`config.mk`:
```
export PLATFORM = sky130hd
export DESIGN_NAME = gmm_ram_arbiter
export DESIGN_NICKNAME = d
export VERILOG_FILES = /design/src/rtl/gmm_ram_arbiter.sv
export SDC_FILE = /design/constraint.sdc
export NUM_CORES = 1
export LEC_CHECK = 0
export ABC_AREA = 1
export CELL_PAD_IN_SITES_DETAIL_PLACEMENT = 1
export CELL_PAD_IN_SITES_GLOBAL_PLACEMENT = 1
export CORE_AREA = 2 2 647 649
export CTS_BUF_LIST = sky130_fd_sc_hd__clkbuf_16
export DETAILED_ROUTE_END_ITERATION = 10
export DIE_AREA = 0 0 649 651
export PLACE_DENSITY = 0.37
export SYNTH_ARGS = -nofsm -noshare
export SYNTH_HDL_FRONTEND = slang
export SYNTH_SLANG_ARGS = --single-unit
```
`constraint.sdc`:
```
create_clock -name clk -period 1.3 [get_ports clk]
set_input_delay 0.13 -clock clk [delete_from_list [all_inputs] [get_ports clk]]
set_output_delay 0.13 -clock clk [all_outputs]
set_load 0.05 [all_outputs]
```
`src/rtl/gmm_ram_arbiter.sv`:
```
// Two-requester arbiter for the GMM parameter RAM port: round-robin between host (A)
// and update engine (B), with an RMW lock for B, a lock watchdog and read-return routing.
module gmm_ram_arbiter #(
    parameter int ADDR_W   = 6,
    parameter int DATA_W   = 256,
    parameter int BE_W     = 32,
    parameter int RD_LAT   = 1,
    parameter int LOCK_MAX = 16
) (
    input  logic              clk,
    input  logic              reset,
    input  logic [ADDR_W-1:0] a_address,
    input  logic              a_read,
    input  logic              a_write,
    input  logic [DATA_W-1:0] a_writedata,
    input  logic [BE_W-1:0]   a_byteenable,
    output logic              a_waitrequest,
    output logic [DATA_W-1:0] a_readdata,
    output logic              a_readdatavalid,
    input  logic [ADDR_W-1:0] b_address,
    input  logic              b_read,
    input  logic              b_write,
    input  logic [DATA_W-1:0] b_writedata,
    input  logic [BE_W-1:0]   b_byteenable,
    input  logic              b_lock,
    output logic              b_waitrequest,
    output logic [DATA_W-1:0] b_readdata,
    output logic              b_readdatavalid,
    output logic              lock_timeout,
    output logic [ADDR_W-1:0] ram_address,
    output logic              ram_chipselect,
    output logic              ram_write,
    output logic [DATA_W-1:0] ram_writedata,
    output logic [BE_W-1:0]   ram_byteenable,
    output logic              ram_clken,
    input  logic [DATA_W-1:0] ram_readdata
);

    localparam int CNT_W = (LOCK_MAX > 2) ? $clog2(LOCK_MAX) : 1;
    localparam logic [CNT_W-1:0] CNT_LAST = CNT_W'(LOCK_MAX - 1);

    typedef enum logic [0:0] {
        ST_ARB    = 1'b0,
        ST_LOCK_B = 1'b1
    } state_e;

    // last_grant encoding: 1 means B was served last, so A wins the next tie
    state_e             state_q, state_d;
    logic               last_grant_q, last_grant_d;
    logic [CNT_W-1:0]   lock_cnt_q, lock_cnt_d;
    logic [RD_LAT-1:0]  rv_q, rv_d;
    logic [RD_LAT-1:0]  ro_q, ro_d;

    logic a_req_s;
    logic b_req_s;
    logic grant_a_s;
    logic grant_b_s;
    logic lock_timeout_s;

    // Grant decision, lock FSM next state and watchdog
    always_comb begin
        a_req_s        = a_read | a_write;
        b_req_s        = b_read | b_write;
        grant_a_s      = 1'b0;
        grant_b_s      = 1'b0;
        lock_timeout_s = 1'b0;
        state_d        = state_q;
        last_grant_d   = last_grant_q;
        lock_cnt_d     = lock_cnt_q;
        if (reset) begin
            state_d = ST_ARB;
        end else begin
            case (state_q)
                ST_ARB: begin
                    if (a_req_s && b_req_s) begin
                        if (last_grant_q) begin
                            grant_a_s = 1'b1;
                        end else begin
                            grant_b_s = 1'b1;
                        end
                    end else if (a_req_s) begin
                        grant_a_s = 1'b1;
                    end else if (b_req_s) begin
                        grant_b_s = 1'b1;
                    end else begin
                        grant_a_s = 1'b0;
                    end
                    if (grant_a_s) begin
                        last_grant_d = 1'b0;
                    end else if (grant_b_s) begin
                        last_grant_d = 1'b1;
                    end else begin
                        last_grant_d = last_grant_q;
                    end
                    if (grant_b_s && b_lock) begin
                        state_d    = ST_LOCK_B;
                        lock_cnt_d = {CNT_W{1'b0}};
                    end else begin
                        state_d = ST_ARB;
                    end
                end
                ST_LOCK_B: begin
                    grant_b_s  = b_req_s;
                    lock_cnt_d = lock_cnt_q + {{(CNT_W-1){1'b0}}, 1'b1};
                    // Dropping b_lock releases whether or not B is issuing a command
                    if (!b_lock) begin
                        state_d      = ST_ARB;
                        last_grant_d = 1'b1;
                    end else if (lock_cnt_q == CNT_LAST) begin
                        state_d        = ST_ARB;
                        last_grant_d   = 1'b1;
                        lock_timeout_s = 1'b1;
                    end else begin
                        state_d = ST_LOCK_B;
                    end
                end
                default: begin
                    state_d = ST_ARB;
                end
            endcase
        end
    end

    // Command mux onto the RAM port and requester handshakes
    always_comb begin
        ram_clken      = 1'b1;
        ram_chipselect = grant_a_s | grant_b_s;
        ram_write      = 1'b0;
        ram_address    = b_address;
        ram_writedata  = b_writedata;
        ram_byteenable = b_byteenable;
        if (grant_a_s) begin
            ram_write      = a_write;
            ram_address    = a_address;
            ram_writedata  = a_writedata;
            ram_byteenable = a_byteenable;
        end else if (grant_b_s) begin
            ram_write = b_write;
        end else begin
            ram_write = 1'b0;
        end
        if (reset) begin
            a_waitrequest = 1'b1;
            b_waitrequest = 1'b1;
        end else begin
            a_waitrequest = a_req_s & ~grant_a_s;
            b_waitrequest = b_req_s & ~grant_b_s;
        end
        lock_timeout = lock_timeout_s;
    end

    // Read-return pipe: tracks which requester owns each read in flight
    always_comb begin
        rv_d    = '0;
        ro_d    = '0;
        rv_d[0] = (grant_a_s & a_read) | (grant_b_s & b_read);
        ro_d[0] = grant_b_s;
        for (int i = 1; i < RD_LAT; i++) begin
            rv_d[i] = rv_q[i-1];
            ro_d[i] = ro_q[i-1];
        end
        a_readdata      = ram_readdata;
        b_readdata      = ram_readdata;
        if (reset) begin
            a_readdatavalid = 1'b0;
            b_readdatavalid = 1'b0;
        end else begin
            a_readdatavalid = rv_q[RD_LAT-1] & ~ro_q[RD_LAT-1];
            b_readdatavalid = rv_q[RD_LAT-1] &  ro_q[RD_LAT-1];
        end
    end

    // State registers with synchronous reset
    always_ff @(posedge clk) begin
        if (reset) begin
            state_q      <= ST_ARB;
            last_grant_q <= 1'b1;
            lock_cnt_q   <= {CNT_W{1'b0}};
            rv_q         <= '0;
            ro_q         <= '0;
        end else begin
            state_q      <= state_d;
            last_grant_q <= last_grant_d;
            lock_cnt_q   <= lock_cnt_d;
            rv_q         <= rv_d;
            ro_q         <= ro_d;
        end
    end

endmodule

```
Word level (Yosys, flattened, before mapping)
Cells that the tools add are included.
{"block": "totals", "ff_bits": 8, "in_bits": 851, "output_inout_bits": 814, "elab_cells": 66}
{"block": "op_classes", "add_sub_neg": 1, "n_eq_ne": 4, "muxes": 39, "n_bitwise": 14, "reduce_logical": 3}
{"op": "$mux W256", "count": 1}
{"op": "$mux W32", "count": 1}
{"op": "$mux W1", "count": 31}
{"op": "$pmux W4 S2", "count": 1}
{"op": "$and A1 B1 Y1", "count": 6}
{"op": "$mux W6", "count": 1}
{"op": "$pmux W1 S2", "count": 3}
{"op": "$add A4 B1 Y4 const B", "count": 1}
{"op": "$eq A4 B4 Y1 const B", "count": 1}
{"op": "$mux W4", "count": 1}
{"op": "$not A1 Y1", "count": 4}
{"op": "$or A1 B1 Y1", "count": 4}
{"op": "$ne A3 B2 Y1 const B", "count": 1}
{"op": "$ne A3 B3 Y1 const B", "count": 1}
{"op": "$logic_and A1 B1 Y1", "count": 2}
{"op": "$ne A2 B2 Y1 const B", "count": 1}
{"op": "$reduce_and A2 Y1", "count": 1}

Depth between registers and ports, before layout
{"block": "logic_depth", "depth_word": 11, "depth_mapped": 9, "ltp_nobuf": 6}

Worst setup path after synthesis
Ideal clock, no wire load.
{"block": "synth_timing", "kind": "reg-to-output", "from": "register state_q", "to": "output ram_writedata[100]", "t_arrival_ns": 2.121, "required_ns": 1.170, "slack_ns": -0.951, "path_stages_with_launch": 7, "path_buffers": 3, "cell_sequence": "dfxtp_1 > buf_2 > inv_2 > nand4_4 > buf_4 > clkbuf_1 > o21ai_0"}
{"block": "synth_via", "elab_chain_cells": 3}
{"item": "from (decl)", "line": "48", "text": "state_e state_q, state_d;"}
{"item": "from (signal assigned)", "line": "182", "text": "state_q <= state_d;"}
{"item": "$mux W1", "line": "73", "text": "case (state_q)"}
{"item": "$mux W1", "line": "70", "text": "if (reset) begin"}
{"item": "$mux W256", "line": "132", "text": "if (grant_a_s) begin"}
{"item": "to (decl)", "line": "33", "text": "output logic [DATA_W-1:0] ram_writedata,"}
Every way passes these cells.

Final worst setup path
{"block": "layout_timing", "from": "register last_grant_q", "to": "output ram_byteenable[4]"}
{"block": "layout_via", "elab_chain_cells": 7}
{"item": "from (decl)", "line": "49", "text": "logic last_grant_q, last_grant_d;"}
{"item": "from (signal assigned)", "line": "183", "text": "last_grant_q <= last_grant_d;"}
{"item": "$mux W1", "line": "76", "text": "if (last_grant_q) begin"}
{"item": "$mux W1", "line": "75", "text": "if (a_req_s && b_req_s) begin"}
{"item": "$mux W1", "line": "73"}
{"item": "$mux W1", "line": "70"}
{"item": "$mux W1", "line": "73"}
{"item": "$mux W1", "line": "70"}
{"item": "$mux W32", "line": "132"}
{"item": "to (decl)", "line": "34", "text": "output logic [BE_W-1:0] ram_byteenable,"}
Every way passes these cells. The select of a mux whose other input is x is not followed.

==> impl_table.tex <==
\begin{tabular}{lr}
\hline
Metric & Value \\
\hline
\multicolumn{2}{l}{\textbf{Routing}} \\
Top sig layer & met5 \\
Number of detailed-routing iterations run before antenna repair & 4 \\
Via count of the routed design & 13800 \\
Met2 WL post-DR & 131000 µm \\
Met1 WL & 97600 µm \\
1st-iter DRT viols & 431 \\
Total wirelength of the detailed-routed design & 300000 µm \\
Avg Vias per Cell & 1.81 \\
Routed met3 length & 64200 µm \\
\# DRC & 0 \\
Average detailed-routed wire length per instance & 39.4 µm \\
Post-detailed-route count of antenna-violating nets & 0 \\
\multicolumn{2}{l}{\textbf{Clock tree}} \\
Clock Latency Late Sink & 0.23 ns \\
Total number of H-tree levels & 1 \\
Clock slew seen by the registers of the worst setup and hold paths & 0.04 ns \\
Post-cts hold buffer count & 0 \\
CTS tree & done \\
Clock buffer depth & 2 \\
\# clock sinks & 8 \\
Clock buffer count from CTS & 3 \\
Cell chosen for the clock root & sky130\_fd\_sc\_hd\_\_clkbuf\_16 \\
\multicolumn{2}{l}{\textbf{STA}} \\
Fmax & 0.461 GHz \\
Worst Skew & 0.000723 ns \\
\# setup viols final & 300 \\
Least-Margin Pin Slew & 0.693 ns \\
Min cycle time layout & 2.17 ns \\
Final count of pins violating max slew & 0 \\
RSZ-0062 raised after global routing & yes \\
PnR worst setup slack & -0.868 ns \\
Final Cycle Share & 167\% \\
Headroom to the max-slew limit & 53.7\% \\
Number of hold-slack violations in the final timing report & 0 \\
\multicolumn{2}{l}{\textbf{Pwr}} \\
Power Total & 21900 µW \\
Pwr Density & 698 nW/µm² \\
VDD IR max & 463 µV \\
Leakage & 0.0112 µW \\
\multicolumn{2}{l}{\textbf{Synthesis}} \\
Synth top area share & 46.0\% \\
Ranking of synthesized cells by area & sky130\_fd\_sc\_hd\_\_buf\_4, sky130\_fd\_sc\_hd\_\_nand2\_1, sky130\_fd\_sc\_hd\_\_inv\_1 \\
Synthesized netlist cell count & 1534 \\
Seq/Total Area, Yosys & 1.91\% \\
Post-synth top area cell & sky130\_fd\_sc\_hd\_\_buf\_4 \\
Total of warnings raised by yosys & 0 \\
Number of unique standard cell types used by synthesis & 21 \\
Flip-flop and latch count after synthesis & 8 \\
Synthesized net count & 2386 \\
Cell Area, Synth & 8380 µm² \\
Mean instance size in the synthesized netlist & 5.46 µm² \\
\multicolumn{2}{l}{\textbf{Worst hold path}} \\
Path type of the worst min-delay path & input pin to primary output \\
\multicolumn{2}{l}{\textbf{Floorplan}} \\
Core Region & 415000 µm² \\
Site Rows & 237 \\
Starting density of the core & 2.02\% \\
Die Footprint & 422000 µm² \\
Number of top-level pins & 1665 \\
Chip width & 649 µm \\
Vertical die dimension & 651 µm \\
\multicolumn{2}{l}{\textbf{Critical path}} \\
Number of cells on the critical path & 10 \\
Data required time at the worst endpoint & 1.17 ns \\
Sum of buffers and inverters on the critical path & 7 \\
Worst path cell trace & inv\_2 -> nand2\_4 -> nand4\_4 -> buf\_12 -> buf\_16 -> buf\_16 -> buf\_4 -> buf\_8 -> o21ai\_4 -> buf\_12 \\
Setup crit start & last\_grant\_q \\
R2r startpoint & last\_grant\_q \\
Crit. End Element & primary output \\
Capturing instance or port of the critical path & ram\_byteenable[4] \\
Worst reg-to-reg path cell count & 8 \\
Maximum fanout along the worst path & 8 \\
Element type at the critical path start & flop \\
Type of the worst setup path & flop to primary output \\
CP max stage delay & 0.32 ns \\
Worst-path cell with the longest stage delay & sky130\_fd\_sc\_hd\_\_dfxtp\_2 \\
Data arrival, critical path & 2.04 ns \\
Flop2flop setup slack & -0.03 ns \\
Reg-to-Reg End & rv\_q \\
Cell class contributing the biggest share of worst-path delay & buffers and inverters \\
\multicolumn{2}{l}{\textbf{Global route}} \\
Total global routing overflow & 0 \\
First-pass GRT wire length & 332000 µm \\
Antenna violations before repair & 246 \\
Maximum number of pins on one net before global-route repair & 20 \\
Overall global routing resource usage & 13.6\% \\
Via count of the first global-routing pass & 14100 \\
\multicolumn{2}{l}{\textbf{Cells and area}} \\
Area delta synth->final & 274\% \\
Proportion of layout cells with a drive suffix above 1 & 47.5\% \\
Post-Route Utilization & 7.55\% \\
\# nets final & 2953 \\
\multicolumn{2}{l}{\textbf{Placement}} \\
Last weighted congestion value of the routability-driven placer & 0.792 \\
Final HPWL from detailed placement & 281000 µm \\
Port buffer count & 895 \\
\multicolumn{2}{l}{\textbf{Run}} \\
Total of max-cap violations & 0 \\
\multicolumn{2}{l}{\textbf{Status}} \\
Run status & finished with violations \\
Failing checks & negative setup slack \\
\hline
\end{tabular}
[cells in the mapped netlist, drive strengths merged]
library cell / instances
buf: 559
nand2: 311
inv: 306
o21ai: 298
clkbuf: 20
nand3: 14
dfxtp: 8
a21oi: 5
nor2: 5
nand4: 3
a31oi: 1
conb: 1
ha: 1
nor3: 1
o211ai: 1
[cell type report]
class                   count  area, µm²
fillers                 48800     384000
repair buffers           1141      16200
well taps                5497       6880
multi-input cells         641       6770
inverters                 306       1160
flip-flops and latches      8        168
clock buffers               3       75.1
diodes                     29       72.6
[registers in the layout, summed over array words and instances, names as in the netlist]
| name | cells |
|---|---|
| last_grant_q | 1 |
| lock_cnt_q | 4 |
| ro_q | 1 |
| rv_q | 1 |
| state_q | 1 |
[cells in the final DEF (no fill, tap or decap), drive strengths merged]
cell,netlist,routed
dlygate4sd2,0,1
diode,0,29
nand4,3,3
nor2,5,5
conb,1,1
bufbuf,0,2
o211ai,1,1
nand2,311,311
clkbuf,20,18
nor3,1,1
dfxtp,8,8
o21ai,298,298
a21oi,5,5
nand3,14,14
clkdlybuf4s50,0,589
ha,1,1
a31oi,1,1
inv,306,306
buf,559,534
[power by group]
part | internal [µW] | switching (µW)
Clock | 396 | 111
Sequential | 262 | 11.9
Combinational | 9100 | 12000
Total | 9750 | 12100
[per-stage QoR]
| stage | setup TNS [ns] | cells | hold WS [ns] | setup WS [ns] | instance area, µm² |
|---|---|---|---|---|---|
| global placement | -405.25 | 7474 | 0.261 | -2.48 | 26600 |
| finish | -215.34 | 7625 | 0.260 | -0.868 | 31400 |
| floorplan | -123.45 | 1534 | 0.199 | -0.852 | 10500 |
| CTS | -236.46 | 7566 | 0.261 | -0.924 | 30000 |
| global route | -236.20 | 7606 | 0.260 | -0.920 | 31300 |
| detailed placement | -380.07 | 7476 | 0.261 | -2.07 | 26600 |
[logic make-up after synthesis]
logic type | share of synthesized area [%]
simple gates | 15.5
other cells | 0.0447
flops | 1.91
fa+ha+maj | 0.149
buf+inv | 64.2
compound gates | 18.3
[repair_timing]
item | CTS | global route
setup endpoints to repair | 309 | 302
cloned | 28 | 17
resized for setup | 502 | 249
buffers inserted | 60 | 26
pin swaps | 27 | 48
[worst register-to-register path: stages, from the launching register on]
cell and delay, ns:
sky130_fd_sc_hd__dfxtp_2 0.32, sky130_fd_sc_hd__inv_2 0.04, sky130_fd_sc_hd__nand2_4 0.06, sky130_fd_sc_hd__nand4_4 0.14
sky130_fd_sc_hd__buf_12 0.21, sky130_fd_sc_hd__buf_6 0.13, sky130_fd_sc_hd__buf_12 0.13, sky130_fd_sc_hd__buf_6 0.12
sky130_fd_sc_hd__o21ai_2 0.11
[how the worst min path moves through the flow]
stage / from / endpoint / slack [ns] / depth (start not counted)
2_1_floorplan: reset / lock_cnt_q[1] / 0.20 / 1
3_3_place_gp: ram_readdata[0] / a_readdata[0] / 0.26 / 0
3_5_place_dp: ram_readdata[0] / a_readdata[0] / 0.26 / 0
4_1_cts: ram_readdata[0] / a_readdata[0] / 0.26 / 0
5_1_grt: ram_readdata[113] / b_readdata[113] / 0.26 / 0
6_report: ram_readdata[132] / b_readdata[132] / 0.26 / 0
[metal layers]
layer	global-route usage (%)	vias up
met5	0.441	-
met4	1.66	130
met3	13.9	532
met2	21.3	1851
met1	12.7	6039
li1	-	5239
(Power assumes the default switching activity.)
